$ cat config.mk
export PLATFORM = sky130hd
export DESIGN_NAME = risp_spike_injector
export DESIGN_NICKNAME = d
export VERILOG_FILES = /design/src/rtl/risp_pkg.sv /design/src/rtl/risp_sat_add.sv /design/src/rtl/risp_spike_injector.sv
export SDC_FILE = /design/constraint.sdc
export NUM_CORES = 1
export LEC_CHECK = 0
export BUFFER_PORTS_ARGS = -buffer_cell sky130_fd_sc_hd__buf_2
export CAP_MARGIN = 10
export CORE_ASPECT_RATIO = 1.25
export CORE_UTILIZATION = 55
export DETAILED_ROUTE_END_ITERATION = 6
export PLACE_DENSITY = 0.78
export SLEW_MARGIN = 10
export SYNTH_ARGS = -nofsm -noshare
export SYNTH_HDL_FRONTEND = slang
export SYNTH_HIERARCHICAL = 1
export SYNTH_SLANG_ARGS = --single-unit
$ cat constraint.sdc
create_clock -name clk -period 23.3 [get_ports clk]
set_input_delay 1.165 -clock clk [delete_from_list [all_inputs] [get_ports clk]]
set_output_delay 1.165 -clock clk [all_outputs]
set_load 0.1 [all_outputs]
$ cat src/rtl/risp_pkg.sv
// Shared types and helpers for the RISP spike-injector slice.
//   charge_t     : signed neuron charge at the default width
//   spike_pkt_t  : {idx, delay, charge} spike packet at the default sizes
//   clog2_min1   : $clog2 with a floor of 1 bit, for index/delay field widths
//   sat_add      : signed saturating add on integers, clamped to a given width

`define RISP_CHARGE_T(W) logic signed [(W)-1:0]

package risp_pkg;

  localparam int unsigned DefNumInp     = 1;
  localparam int unsigned DefChargeWidth = 8;
  localparam int unsigned DefMaxDelay   = 15;

  function automatic int unsigned clog2_min1(input int unsigned n);
    return (n <= 1) ? 1 : $clog2(n);
  endfunction

  localparam int unsigned DefIdxW = clog2_min1(DefNumInp);
  localparam int unsigned DefDlyW = clog2_min1(DefMaxDelay + 1);

  typedef `RISP_CHARGE_T(DefChargeWidth) charge_t;

  typedef struct packed {
    logic [DefIdxW-1:0] idx;
    logic [DefDlyW-1:0] delay;
    charge_t            charge;
  } spike_pkt_t;

  function automatic int sat_add(input int a, input int b, input int unsigned cw);
    int s;
    int hi;
    int lo;
    s  = a + b;
    hi = (1 << (cw - 1)) - 1;
    lo = -(1 << (cw - 1));
    if (s > hi) return hi;
    if (s < lo) return lo;
    return s;
  endfunction

endpackage

$ cat src/rtl/risp_sat_add.sv
// Signed saturating adder.
//   a, b : signed CHARGE_WIDTH operands
//   y    : a + b clamped to the representable signed range
//   sat  : high when the clamp was applied

module risp_sat_add #(
  parameter int unsigned CHARGE_WIDTH = 8
) (
  input  logic signed [CHARGE_WIDTH-1:0] a,
  input  logic signed [CHARGE_WIDTH-1:0] b,
  output logic signed [CHARGE_WIDTH-1:0] y,
  output logic                           sat
);

  logic [CHARGE_WIDTH:0] sum;

  always_comb begin
    sum = {a[CHARGE_WIDTH-1], a} + {b[CHARGE_WIDTH-1], b};
    // Overflow iff the extra sign bit disagrees with the result sign bit.
    sat = sum[CHARGE_WIDTH] != sum[CHARGE_WIDTH-1];
    if (!sat) begin
      y = sum[CHARGE_WIDTH-1:0];
    end else if (sum[CHARGE_WIDTH]) begin
      y = {1'b1, {(CHARGE_WIDTH-1){1'b0}}};
    end else begin
      y = {1'b0, {(CHARGE_WIDTH-1){1'b1}}};
    end
  end

endmodule

$ cat src/rtl/risp_spike_injector.sv
// Network input stage feeding the RISP input neurons. Spike packets {idx, delay, charge}
// are accepted over valid/ready and accumulated (saturating) into a timestep ring buffer of
// MAX_DELAY+2 slots. Each en pulse retires the current slot and advances the pointer.
//   clk, arstn   : clock, asynchronous active-low reset
//   clr          : synchronous clear, same effect as reset, beats en and packets
//   en           : timestep advance
//   pkt_*        : packet handshake and fields
//   charge       : per-neuron signed charge for the current timestep
//   pending      : some slot still holds nonzero charge
//   err          : sticky, set when a packet is dropped (bad idx or delay)

module risp_spike_injector
  import risp_pkg::*;
#(
  parameter  int unsigned NUM_INP      = 1,
  parameter  int unsigned CHARGE_WIDTH = 8,
  parameter  int unsigned MAX_DELAY    = 15,
  localparam int unsigned IDX_W        = clog2_min1(NUM_INP),
  localparam int unsigned DLY_W        = clog2_min1(MAX_DELAY + 1)
) (
  input  logic                           clk,
  input  logic                           arstn,
  input  logic                           clr,
  input  logic                           en,
  input  logic                           pkt_valid,
  output logic                           pkt_ready,
  input  logic [IDX_W-1:0]               pkt_idx,
  input  logic [DLY_W-1:0]               pkt_delay,
  input  logic signed [CHARGE_WIDTH-1:0] pkt_charge,
  output logic signed [CHARGE_WIDTH-1:0] charge [0:NUM_INP-1],
  output logic                           pending,
  output logic                           err
);

  localparam int unsigned DEPTH = MAX_DELAY + 2;
  localparam int unsigned PTR_W = clog2_min1(DEPTH);

  logic signed [CHARGE_WIDTH-1:0] slot_q [DEPTH][NUM_INP];
  logic signed [CHARGE_WIDTH-1:0] slot_d [DEPTH][NUM_INP];
  logic [PTR_W-1:0]               ptr_q, ptr_d;
  logic                           err_q, err_d;
  logic                           pending_q, pending_d;
  logic                           ready_q;

  logic                           xfer;
  logic                           idx_ok, dly_ok;
  logic [PTR_W:0]                 tgt_sum;
  logic [PTR_W-1:0]               tgt;
  logic [IDX_W-1:0]               idx_sel;
  logic signed [CHARGE_WIDTH-1:0] acc_cur;
  logic signed [CHARGE_WIDTH-1:0] acc_new;
  logic                           sat_unused;

  // ready_q rises on the first clock after reset release; clr masks it combinationally.
  assign pkt_ready = ready_q & ~clr;
  assign xfer      = pkt_valid & pkt_ready;

  assign idx_ok = {1'b0, pkt_idx} < (IDX_W + 1)'(NUM_INP);
  assign dly_ok = {1'b0, pkt_delay} <= (DLY_W + 1)'(MAX_DELAY);

  // Target slot is ptr+1+delay mod DEPTH; with a legal delay one subtraction suffices.
  always_comb begin
    tgt_sum = {1'b0, ptr_q} + (PTR_W + 1)'(1) + (PTR_W + 1)'(pkt_delay);
    if (!dly_ok) begin
      tgt = '0;
    end else if (tgt_sum >= (PTR_W + 1)'(DEPTH)) begin
      tgt = PTR_W'(tgt_sum - (PTR_W + 1)'(DEPTH));
    end else begin
      tgt = PTR_W'(tgt_sum);
    end
  end

  // Keep the read in range on packets that will be dropped anyway.
  assign idx_sel = idx_ok ? pkt_idx : '0;
  assign acc_cur = slot_q[tgt][idx_sel];

  // Clamping is silent at this stage; the adder's flag has no consumer here.
  risp_sat_add #(
    .CHARGE_WIDTH(CHARGE_WIDTH)
  ) u_sat_add (
    .a  (acc_cur),
    .b  (pkt_charge),
    .y  (acc_new),
    .sat(sat_unused)
  );

  always_comb begin
    slot_d = slot_q;
    ptr_d  = ptr_q;
    err_d  = err_q;
    if (clr) begin
      for (int d = 0; d < DEPTH; d++) begin
        for (int i = 0; i < NUM_INP; i++) begin
          slot_d[d][i] = '0;
        end
      end
      ptr_d = '0;
      err_d = 1'b0;
    end else begin
      if (en) begin
        for (int i = 0; i < NUM_INP; i++) begin
          slot_d[ptr_q][i] = '0;
        end
        ptr_d = (ptr_q == PTR_W'(DEPTH - 1)) ? '0 : ptr_q + PTR_W'(1);
      end
      // The target never equals ptr_q, so this write cannot collide with the retire above.
      if (xfer) begin
        if (idx_ok && dly_ok) begin
          slot_d[tgt][pkt_idx] = acc_new;
        end else begin
          err_d = 1'b1;
        end
      end
    end
  end

  always_comb begin
    pending_d = 1'b0;
    for (int d = 0; d < DEPTH; d++) begin
      for (int i = 0; i < NUM_INP; i++) begin
        if (slot_d[d][i] != '0) pending_d = 1'b1;
      end
    end
  end

  always_ff @(posedge clk or negedge arstn) begin
    if (!arstn) begin
      for (int d = 0; d < DEPTH; d++) begin
        for (int i = 0; i < NUM_INP; i++) begin
          slot_q[d][i] <= '0;
        end
      end
      ptr_q     <= '0;
      err_q     <= 1'b0;
      pending_q <= 1'b0;
      ready_q   <= 1'b0;
    end else begin
      slot_q    <= slot_d;
      ptr_q     <= ptr_d;
      err_q     <= err_d;
      pending_q <= pending_d;
      ready_q   <= 1'b1;
    end
  end

  always_comb begin
    for (int i = 0; i < NUM_INP; i++) begin
      charge[i] = slot_q[ptr_q][i];
    end
  end

  assign pending = pending_q;
  assign err     = err_q;

endmodule

==> results.py, run 1 <==
metrics = {
    "placement": {
        "gpl.final_weighted_congestion": 1.014,
        "portBuffers": 28,
        "number_of_placed_cells_counting_well_taps": 1257,
        "dp_hpwl_um": 25310,
        "dpl_worst_slack_ns": 13.70,
    },
    "critical_path": {
        "worst-endpoint-arrival_ns": 9.88,
        "timing.critical_path.slowest_cell_delay_ns": 0.70,
        "critical_path.max_fanout": 38,
        "setup.worst_path.start_class": "flip-flop",
        "crit_path_capture_type": "flip-flop",
        "critical-path-slowest-cell": "sky130_fd_sc_hd__nand2b_1",
        "cp_num_buf_inv": 3,
        "cp_top_family": "simple AND/OR/NAND/NOR gates",
        "critical_path_required_ns": 23.60,
        "timing_worst_setup_path_type": "reg -> reg",
    },
    "cells_and_area": {
        "finalNetCount": 1090,
        "areaGrowthSynthToFinish_pct": 8.629,
        "antenna_cells": 0,
        "layoutNonFillerInstCount": 1289,
        "drive_gt1_frac": 0.1906,
    },
    "synth": {
        "synth.net_count": 1104,
        "syn-mean-instance-area_um2": 9.331,
        "synth_cells": 1066,
        "synth.cell_area_mm2": 0.009947,
        "yosys_warnings": 6,
    },
    "timing": {
        "final.hold.worst_slack_ns": 0.5458,
        "grt_setup_unrepaired": "false",
        "drv_slew": 0,
        "fin_tns_setup_ns": 0,
        "maxSlewHeadroom": 0.1533,
        "timing.clock.skew_ns": 0.008755,
        "measured_slew_at_the_worst_slew_check_pin_ns": 1.264,
        "timing.fmax_mhz": 104.4,
        "finalHoldViolCount": 0,
        "finalCritPeriodShare": 0.4109,
        "timing.final.ws_setup_ns": 13.73,
        "finalCriticalPeriod_ns": 9.575,
        "final-setup-viol-count": 0,
    },
    "clock_tree": {
        "clkLatencyLatePin_ns": 0.44,
        "clock-sinks": 144,
        "cts.hold.buffers_added": 0,
        "clk_transition_reported_paths_ns": 0.07,
        "tritoncts.num_buffers": 17,
        "cts_tree": "yes",
        "htree_levels": 4,
        "cts_setup_buffers": 0,
        "clockRootBuffer": "sky130_fd_sc_hd__clkbuf_16",
        "post_cts_resize_count": 0,
        "maximum_clock_path_buffer_count": 2,
    },
    "drt": {
        "drt-pass1-iter-count": 7,
        "drcViolationCount": 1,
        "vias": 9846,
        "route.top_layer_used": "met4",
        "postRouteAntennaNets": 0,
        "vias_per_cell": 7.638,
        "detailroute.wirelength.met2_um": 16390,
        "post_drt_wl_per_cell_um": 28.46,
        "met3_wirelength_um": 4326,
        "drt_iter0_markers": 1609,
        "detail_route.wirelength.met1_um": 13360,
        "postRouteWirelength_um": 36690,
    },
    "grt": {
        "globalRoute.totalOverflow": 0,
        "first_pass_grt_wire_length_um": 55940,
        "largest_net_degree_at_the_start_of_global_routing": 81,
        "gr_util_all_layers": 0.4057,
        "number_of_global_route_vias_before_repair": 9264,
        "initial_antenna_violation_count": 1,
    },
    "floorplan": {
        "initial_utilization": 0.5662,
        "die_h_um": 152.4,
        "die_w_um": 122.3,
        "core_mm2": 0.01757,
        "io-pin-count": 29,
        "floorplan.die_area_mm2": 0.01863,
        "floorplan.rows": 54,
    },
    "outcome": {
        "run_status": "finished with violations",
        "failed_checks": "DRC",
    },
    "power_and_ir_drop": {
        "ir_drop_mv": 0.05149,
        "leakagePower_nw": 4.566,
        "total_power_mw": 0.6502,
        "power.density_cell_area_mw_per_mm2": 60.17,
    },
    "min_path": {
        "min-delay-path-class": "reg -> reg",
    },
    "run": {
        "maxCapViolCount": 0,
    },
}
-- path summary, 6_finish.rpt --
kind | from | to | slack [ns] | cells after the start
setup reg to reg | ptr_q[1]$_DFFE_PN0P_ | pending$_DFF_PN0_ | 13.73 | 27
hold reg to reg | err$_DFFE_PN0P_ | err$_DFFE_PN0P_ | 0.55 | 2
min in group asynchronous | arstn | slot_q[50]$_DFF_PN0_ | 0.78 | 1
max in group asynchronous | arstn | slot_q[100]$_DFF_PN0_ | 21.22 | 2
setup / recovery | ptr_q[1]$_DFFE_PN0P_ | pending$_DFF_PN0_ | 13.73 | 27
hold / removal | err$_DFFE_PN0P_ | err$_DFFE_PN0P_ | 0.55 | 2
-- registers in the layout, summed over array words and instances (netlist names) --
| register | flops |
|---|---|
| ready_q | 1 |
| err | 1 |
| ptr_q | 5 |
| pending | 1 |
| slot_q | 136 |
-- worst min-delay path, cell delays in order (launching register included) --
cell and delay [ns]:
sky130_fd_sc_hd__dfrtp_1 0.35, sky130_fd_sc_hd__a31oi_1 0.05, sky130_fd_sc_hd__nor2_1 0.10
-- routing by layer --
layer	vias to the layer above	GRT usage
met5	-	0
met4	0	0.2311
met3	217	0.1078
met2	826	0.6110
met1	4714	0.5244
li1	4089	-
-- placed cells by master (no fill, tap or decap), drive strengths merged, types with 21 or more instances in the layout --
cell type	n
a21oi	46
a22oi	41
a31o	46
a31oi	24
buf	58
dfrtp	144
inv	23
mux2i	33
mux4	32
nand2	52
nand3	79
nor2	85
nor3	21
o21ai	115
-- report_power, final --
part / internal (mW) / total (mW) / switching (mW)
combinational: 0.0282 / 0.123 / 0.0945
clock: 0.155 / 0.272 / 0.118
sequential: 0.252 / 0.255 / 0.00276
total: 0.435 / 0.650 / 0.215
-- area by class of cell --
type / instances / area (um^2)
multi-input cells: 813 / 5902
flip-flops and latches: 144 / 3605
inverters: 18 / 67.56
well taps: 224 / 280.3
clock inverters: 13 / 126.4
fillers: 1495 / 6761
repair buffers: 58 / 371.6
clock buffers: 19 / 452.9
-- per-stage QoR --
step / instance area (um^2) / utilization
after floorplan: 9947 / -
after global placement: 10230 / 0.5821
after detailed placement: 10230 / 0.5821
after CTS: 10810 / 0.6151
after global routing: 10810 / 0.6151
final: 10810 / 0.6151
(Power assumes the default switching activity.)
==> run 2, diff against run 1 <==
--- a/config.mk
+++ b/config.mk
@@ -10,7 +10,7 @@
 export CORE_ASPECT_RATIO = 1.25
 export CORE_UTILIZATION = 55
 export DETAILED_ROUTE_END_ITERATION = 6
-export PLACE_DENSITY = 0.78
+export PLACE_DENSITY = 0.81
 export SLEW_MARGIN = 10
 export SYNTH_ARGS = -nofsm -noshare
 export SYNTH_HDL_FRONTEND = slang
==> constraint.sdc (replaced) <==
create_clock -name clk -period 8.4 [get_ports clk]
set_input_delay 0.42 -clock clk [delete_from_list [all_inputs] [get_ports clk]]
set_output_delay 0.42 -clock clk [all_outputs]
set_load 0.1 [all_outputs]
==> run 2 against run 1 <==
The flow finishes with violations (DRC, hold timing). Sequential power rose to 2.8 times the previous value. Largest cell class unchanged. Clock power rose to 2.8 times the previous value. Total power rose to 2.9 times the previous value. Fmax up 18%. Routed wire length up 9.9%.
==> results.py, run 2 (same netlist as run 1, synthesis figures left out) <==
metrics = {
    "cells_and_area": {
        "reg_top3": "slot_q: 136 flops, ptr_q: 5 flops",
        "areaGrowthSynthToFinish_pct": 13.32,
        "fin_util": 0.6417,
        "layout_commonest_cell": "sky130_fd_sc_hd__dfrtp_1",
        "antenna_cells": 0,
        "drive_gt1_frac": 0.2387,
        "most-common-layout-cells": "sky130_fd_sc_hd__dfrtp_1, sky130_fd_sc_hd__o21ai_0, sky130_fd_sc_hd__nor2_1",
        "largest_register_ffs": 136,
        "largest_register": "slot_q",
        "layoutNonFillerInstCount": 1334,
        "finalNetCount": 1135,
    },
    "floorplan": {
        "core_mm2": 0.01757,
        "die_w_um": 122.3,
        "initial_utilization": 0.5662,
        "floorplan.rows": 54,
        "floorplan.die_area_mm2": 0.01863,
        "die_h_um": 152.4,
        "io-pin-count": 29,
    },
    "drt": {
        "vias": 10060,
        "postRouteWirelength_um": 40330,
        "drt_iter0_markers": 1465,
        "route.top_layer_used": "met4",
        "detailroute.wirelength.met2_um": 17910,
        "vias_per_cell": 7.542,
        "met3_wirelength_um": 4904,
        "postRouteAntennaNets": 0,
        "post_drt_wl_per_cell_um": 30.23,
        "drt-pass1-iter-count": 7,
        "drcViolationCount": 17,
        "detail_route.wirelength.met1_um": 14770,
    },
    "timing": {
        "finalHoldViolCount": 3,
        "timing.fmax_mhz": 122.8,
        "finalCriticalPeriod_ns": 8.145,
        "measured_slew_at_the_worst_slew_check_pin_ns": 1.256,
        "drv_slew": 0,
        "timing.clock.skew_ns": 0.008734,
        "fin_tns_setup_ns": 0,
        "finalCritPeriodShare": 0.9696,
        "final-setup-viol-count": 0,
        "final.hold.worst_slack_ns": -0.003271,
        "maxSlewHeadroom": 0.1586,
    },
    "critical_path": {
        "critical_path.max_fanout": 10,
        "critical_path_required_ns": 8.70,
        "timing_worst_setup_path_type": "reg -> reg",
        "worst-endpoint-arrival_ns": 8.44,
        "setup.worst_path.start_class": "flip-flop",
        "crit_path_capture_type": "flip-flop",
    },
    "placement": {
        "gpl.final_weighted_congestion": 1.042,
        "dp_hpwl_um": 28230,
        "number_of_placed_cells_counting_well_taps": 1288,
        "portBuffers": 28,
    },
    "clock_tree": {
        "htree_levels": 4,
        "cts.hold.buffers_added": 0,
        "tritoncts.num_buffers": 17,
        "maximum_clock_path_buffer_count": 2,
        "clkLatencyLatePin_ns": 0.44,
        "clock-sinks": 144,
        "clk_transition_reported_paths_ns": 0.07,
        "cts_tree": "yes",
        "clockRootBuffer": "sky130_fd_sc_hd__clkbuf_16",
    },
    "grt": {
        "largest_net_degree_at_the_start_of_global_routing": 77,
        "initial_antenna_violation_count": 0,
        "gr_util_all_layers": 0.4333,
        "number_of_global_route_vias_before_repair": 9383,
        "first_pass_grt_wire_length_um": 59020,
        "globalRoute.totalOverflow": 0,
    },
    "run": {
        "maxCapViolCount": 0,
    },
    "power_and_ir_drop": {
        "ir_drop_mv": 0.1476,
        "leakagePower_nw": 4.811,
        "power.density_cell_area_mw_per_mm2": 165.7,
    },
    "outcome": {
        "run_status": "finished with violations",
        "failed_checks": "DRC, hold timing",
    },
    "min_path": {
        "min-delay-path-class": "in -> async",
    },
}
run 2: cell types whose count changed in the layout (fill, tap and decap cells not counted), moves of 4 or more:
| cell | change |
|---|---|
| sky130_fd_sc_hd__a221oi_1 | -5 |
| sky130_fd_sc_hd__a221oi_2 | +4 |
| sky130_fd_sc_hd__buf_4 | +42 |
| sky130_fd_sc_hd__nor3_1 | -5 |
| sky130_fd_sc_hd__nor3_2 | +5 |
run 2: final timing paths:
| kind | start | to | slack, ns | depth (start not counted) |
|---|---|---|---|---|
| max reg2reg | ptr_q[0]$_DFFE_PN0P_ | pending$_DFF_PN0_ | 0.26 | 27 |
| min reg2reg | err$_DFFE_PN0P_ | err$_DFFE_PN0P_ | 0.54 | 2 |
| max | ptr_q[0]$_DFFE_PN0P_ | pending$_DFF_PN0_ | 0.26 | 27 |
| max in group asynchronous | arstn | slot_q[81]$_DFF_PN0_ | 6.98 | 2 |
| min | arstn | slot_q[70]$_DFF_PN0_ | -0.003 | 1 |
| min in group clk | pkt_valid | err$_DFFE_PN0P_ | 0.30 | 3 |
run 2: worst max-delay path, cell delays in order, from the launching register on:
cell,delay [ns]
sky130_fd_sc_hd__dfrtp_2,0.40
sky130_fd_sc_hd__inv_1,0.14
sky130_fd_sc_hd__ha_1,0.27
sky130_fd_sc_hd__fa_2,0.53
sky130_fd_sc_hd__ha_1,0.29
sky130_fd_sc_hd__and2_1,0.22
sky130_fd_sc_hd__and4b_1,0.24
sky130_fd_sc_hd__o31ai_4,0.32
sky130_fd_sc_hd__buf_6,0.25
sky130_fd_sc_hd__mux2i_2,0.22
sky130_fd_sc_hd__buf_4,0.24
sky130_fd_sc_hd__a221oi_1,0.66
sky130_fd_sc_hd__o22ai_1,0.15
sky130_fd_sc_hd__nor3_1,0.28
sky130_fd_sc_hd__o21ai_0,0.17
sky130_fd_sc_hd__ha_1,0.39
sky130_fd_sc_hd__nor2b_1,0.24
sky130_fd_sc_hd__a41oi_2,0.26
sky130_fd_sc_hd__nor3_4,0.32
sky130_fd_sc_hd__a21oi_1,0.09
sky130_fd_sc_hd__nor2b_1,0.23
sky130_fd_sc_hd__nor2_1,0.17
sky130_fd_sc_hd__buf_4,0.18
sky130_fd_sc_hd__mux2i_1,0.15
sky130_fd_sc_hd__a2111oi_2,0.45
sky130_fd_sc_hd__o2111ai_1,0.16
sky130_fd_sc_hd__or4b_1,0.55
sky130_fd_sc_hd__or4_1,0.43
run 2: what timing repair did:
action | 4_1_cts | 5_1_grt
buffers inserted | 0 | 12
resized for setup | 4 | 21
endpoints found under the setup margin | 1 | 1
cloned | 0 | 2
pin swaps | 0 | 4
run 2: final cells by class:
type / count / area, um^2
Tap cell: 224 / 280.3
Sequential cell: 144 / 3605
Clock buffer: 18 / 439.2
Clock inverter: 14 / 130.1
Timing Repair Buffer: 101 / 698.2
Multi-Input combinational cell: 815 / 6052
Fill cell: 1464 / 6295
Inverter: 18 / 67.56
run 2: power breakdown:
group          internal (mW)  switching (mW)  leakage [nW]
Combinational          0.112           0.295          2.52
Clock                  0.420           0.333         0.283
Sequential             0.700         0.00752          2.01
run 2: routing by layer:
| layer | vias up | track usage |
|---|---|---|
| met3 | 190 | 0.1040 |
| met2 | 811 | 0.6418 |
| met5 | - | 0 |
| met4 | 0 | 0.2480 |
| met1 | 4876 | 0.5765 |
| li1 | 4184 | - |
run 2: per-stage QoR:
stage,power (mW),cell area [um^2],setup slack [ns],hold slack [ns]
after floorplan,0.9355,9947,0.1040,0.1244
after global placement,1.074,10460,-0.1208,0.4687
after detailed placement,1.076,10460,-0.2161,0.4803
after CTS,1.821,11050,0.02868,0.01243
after global routing,1.908,11270,-0.02390,0.03708
final,1.867,11270,0.2550,-0.003271
